**src/rtl/dmem_arbiter.sv**
```systemverilog
// dmem_arbiter: two-master data-memory arbiter with burst-limited ownership.
// Defining DMEM_ARB_STATS_EN adds a saturating conflict_cnt output.
module dmem_arbiter #(
   parameter int DATA_W    = 32,
   parameter int ADDR_W    = 9,
   parameter int MAX_BURST = 4
) (
   input  logic              clk,
   input  logic              reset,
   input  logic              req0,
   input  logic              req1,
   input  logic              we0,
   input  logic              we1,
   input  logic [ADDR_W-1:0] addr0,
   input  logic [ADDR_W-1:0] addr1,
   input  logic [DATA_W-1:0] wdata0,
   input  logic [DATA_W-1:0] wdata1,
   output logic              gnt0,
   output logic              gnt1,
   output logic              rvalid0,
   output logic              rvalid1,
   output logic [DATA_W-1:0] rdata0,
   output logic [DATA_W-1:0] rdata1,
   output logic              mem_wr,
   output logic              mem_rd,
   output logic [ADDR_W-1:0] mem_addr,
   output logic [DATA_W-1:0] mem_wr_data,
   input  logic [DATA_W-1:0] mem_rd_data
`ifdef DMEM_ARB_STATS_EN
   ,
   output logic [15:0]       conflict_cnt
`endif
);
   localparam logic [1:0] IDLE = 2'b00;
   localparam logic [1:0] OWN0 = 2'b01;
   localparam logic [1:0] OWN1 = 2'b10;
   localparam logic [3:0] MAX  = 4'(MAX_BURST);
   logic [1:0] state;
   logic [3:0] cnt;
   logic       last_gnt, pend0, pend1, cap;
   assign cap = cnt == MAX;
   // M0 wins a tie when it owns and is under the cap, when M1 owns and hit the cap, or from IDLE when M1 went last
   assign gnt0 = reset & req0 & (!req1 | (state == OWN0 ? !cap : state == OWN1 ? cap : last_gnt));
   assign gnt1 = reset & req1 & !gnt0;
   assign mem_wr      = (gnt0 & we0) | (gnt1 & we1);
   assign mem_rd      = (gnt0 & !we0) | (gnt1 & !we1);
   assign mem_addr    = gnt0 ? addr0 : gnt1 ? addr1 : '0;
   assign mem_wr_data = gnt0 ? wdata0 : gnt1 ? wdata1 : '0;
   assign rvalid0     = reset & pend0;
   assign rvalid1     = reset & pend1;
   assign rdata0      = rvalid0 ? mem_rd_data : '0;
   assign rdata1      = rvalid1 ? mem_rd_data : '0;
   always_ff @(posedge clk) begin
      if (!reset) begin
         state    <= IDLE;
         cnt      <= '0;
         last_gnt <= 1'b1;
         pend0    <= 1'b0;
         pend1    <= 1'b0;
      end else begin
         state <= gnt0 ? OWN0 : gnt1 ? OWN1 : IDLE;
         pend0 <= gnt0 & !we0;
         pend1 <= gnt1 & !we1;
         if (gnt0 | gnt1) begin
            last_gnt <= gnt1;
            cnt      <= (state == (gnt0 ? OWN0 : OWN1)) ? (cap ? cnt : cnt + 4'd1) : 4'd1;
         end
      end
   end
`ifdef DMEM_ARB_STATS_EN
   logic [15:0] conflicts;
   assign conflict_cnt = reset ? conflicts : '0;
   always_ff @(posedge clk) begin
      if (!reset)
         conflicts <= '0;
      else if (req0 && req1 && conflicts != 16'hFFFF)
         conflicts <= conflicts + 16'd1;
   end
`endif
endmodule

```
**config.mk**
```make
export PLATFORM = sky130hd
export DESIGN_NAME = dmem_arbiter
export DESIGN_NICKNAME = d
export VERILOG_FILES = /design/src/rtl/dmem_arbiter.sv
export SDC_FILE = /design/constraint.sdc
export NUM_CORES = 1
export LEC_CHECK = 0
export ABC_CLOCK_PERIOD_IN_PS = 3700
export CAP_MARGIN = 20
export CORE_AREA = 2 2 89 91
export DETAILED_ROUTE_END_ITERATION = 7
export DIE_AREA = 0 0 91 93
export GPL_TIMING_DRIVEN = 0
export PLACE_DENSITY = 0.8
export SYNTH_ARGS = -nofsm -noshare
export SYNTH_HDL_FRONTEND = slang
export SYNTH_SLANG_ARGS = --single-unit
```
**constraint.sdc**
```tcl
create_clock -name clk -period 3.7 [get_ports clk]
set_input_delay 1.11 -clock clk [delete_from_list [all_inputs] [get_ports clk]]
set_output_delay 1.11 -clock clk [all_outputs]
set_load 0.02 [all_outputs]
```
==> impl_results.md <==
* Status: completed
* Yosys reg bits at 9
* Vias per std cell at between 4 and 5
* DP Wirelength at 7.118 mm
* Die area at 8463 µm²
* Ant. Diodes at 0
* First-pass GRT wire length at between 10 and 15 mm
* Pwr Density at ~160 nW/µm²
* Core area at around 7500 µm²
* Die height at around 93 µm
* Post-synthesis sequential area ratio at 12.39%
* TritonCTS Buffers at 3
* Slew Viols, Final at 0
* GRT Util Overall at a little under a fifth
* Clk slew on worst S/H paths at around 0.050 ns
* Min Tclk post-route at approximately 3.6 ns
* Startpoint Class: input port
* Clk_lat worst skew at ~0.24 ns
* RSZ-0062 raised after global routing: no
* Average wire per standard cell at between 15 and 20 µm
* Design Power at about 620 µW
* Combinational share of power at 64.0%
* CP max FO at 10
* Largest net degree at the start of global routing at 11
* Number of flops mapped to enable cells by yosys at 0
* Mapped Area at 1454 µm²
* Hold Path Class: flop to flop
* Maximum VDD drop at about 0.000095 V
* Clock Sinks at 9
* Antenna viol nets, final at 0
* Synth Warn # at 0
* Fmax achieved at 275.7 MHz
* Setup crit end kind: output port
* Net Sw Frac at between 30% and 40%
* Clk buf depth at 2
* Setup violations, final at 0
* Critical path class: input port to output port
* Final hold violations at 0
* Layout cell share with drive strength beyond 1 at approximately 17%
* Syn nets at 307
* Drt pass-1 iters at 4
* Sequential share of power at between 10% and 20%
* Clock power share at between 10% and 20%
* Fin crit share at a little over nine tenths
* Post-CTS Hold Buffers at 0
* Drt initial violations at 90
* I/O Pins at approximately 230
* Row Count at 32
* Critical path data required time at approximately 2.6 ns
* Synthesized instance count at roughly 190
* CTS H-tree depth at 1
* Worst Path Arrival at roughly 2.5 ns
* LEAKAGE at between 2 and 2.5 nW
* Clk_skew at approximately 0.0035 ns
* Fraction of registers with async set/reset at 0%
* Port bufs at 230
* Number of max-cap violations at 0
* Area Growth Syn to Fin at 173.5%
* Sw Pwr at between 200 and 250 µW
* WL final at between 8 and 9 mm
* Initial antenna violation count at 0
* Top_reg_cell synth: dfxtp_1
* Grt total ovfl at 0
* Number of global-route vias before repair at 2541
* Internal cell power at slightly above 400 µW
* CTS tree: built
* Commonest non-fill, non-tap cell in the layout: clkdlybuf4s50_1
* Initial core utilization at 19.32%
* Final hold slack at about 0.50 ns
* Die Wd at slightly above 90 µm
* Vias at 2487
* Mean Syn Cell Area at around 8 µm²
* Worst Tran Pin Value at around 0.74 ns
* Yosys cell types at 31
* Setup TNS at 0 ns
* Gpl congestion at 0.7965
* Slew HR at between 50 and 60%
* Fin nets at ~550
* Most frequent cells in the layout: clkdlybuf4s50_1, dlygate4sd2_1, and3_1, a22o_2, clkdlybuf4s15_1
* Post-route DRC at 0
* CTS root buf: clkbuf_8
[metrics by stage]
stage	utilization (%)	area, µm²	setup slack [ns]	std cells
finish	52.83	3976	0.07230	527
global route	52.83	3976	0.004750	527
CTS	52.21	3930	0.0008911	527
detailed placement	51.60	3884	-0.6946	517
global placement	51.60	3884	-0.6778	517
floorplan	-	1454	0.6077	185
[registers in the layout, summed over array words and instances (netlist names)]
| signal | flops |
|---|---|
| cnt | 4 |
| pend1 | 1 |
| pend0 | 1 |
| last_gnt | 1 |
| state | 2 |
[area by class of cell]
type	instances	area [µm²]
Tap cell	102	127.6
Inverter	6	22.52
Timing Repair Buffer	236	2300
Buffer	22	165.2
Clock buffer	3	41.29
Sequential cell	9	180.2
Multi-Input combinational cell	148	1135
Fill cell	739	3551
Clock inverter	1	5.005
[timing repair]
action,in CTS,in global routing
setup endpoints to repair,111,54
gates cloned,0,0
gates resized for setup,156,20
setup buffers,6,0
pin swaps,2,3
[kinds of logic (layout without fill, tap and decap cells)]
logic type	count (synthesis)	in the layout	synth area share, %
and+or+nand+nor	87	87	37.43
AOI/OAI and AO/OA	58	58	36.40
buffers and inverters	28	268	11.36
DFF	9	9	12.39
adders and majority gates	2	2	1.721
muxes	1	1	0.6885
[synth_stat cells, types with 2 or more instances]
library cell	count	share of area, %
o21ai_0	3	1.0
and3_1	64	28
inv_1	6	1.5
nor2_1	3	0.77
a22o_2	27	19
buf_6	8	6.2
a31oi_1	2	0.86
nand3_1	3	1.0
a21oi_1	2	0.69
o211ai_1	2	1.0
clkbuf_1	14	3.6
dfxtp_1	9	12
ha_1	2	1.7
and2_1	3	1.3
a22o_1	15	9.0
or2b_1	2	1.0
nand2_1	6	1.5
[worst max-delay path, stage by stage]
cell	delay, ns
clkdlybuf4s15_2	0.23
inv_1	0.10
a311oi_4	0.28
nor2_4	0.11
buf_6	0.16
a22o_2	0.20
dlygate4sd2_1	0.32
[power groups by stage]
stage                     Clock, mW  Combinational [mW]  Sequential [mW]
after global routing          0.126               0.426            0.108
after CTS                     0.118               0.401            0.107
after floorplan                   0               0.171            0.107
after detailed placement          0               0.418            0.109
after global placement            0               0.415            0.108
final                         0.117               0.399            0.107
[path summary, 6_finish.rpt]
path | slack (ns) | cells after the start | start | endpoint
min reg2reg | 0.50 | 2 | cnt[1] | cnt[1]
max reg2reg | 1.85 | 7 | cnt[0] | cnt[3]
max | 0.07 | 7 | req1 | mem_wr_data[1]
min | 0.50 | 2 | cnt[1] | cnt[1]
[per-layer routing]
metal	vias to the layer above	wire length, µm	GRT usage, %
li1	1205	-	-
met1	1126	3129	19.42
met2	149	4401	36.85
met3	7	801	4.754
met4	0	87	3.662
met5	-	0	0
(Power assumes the default switching activity.)
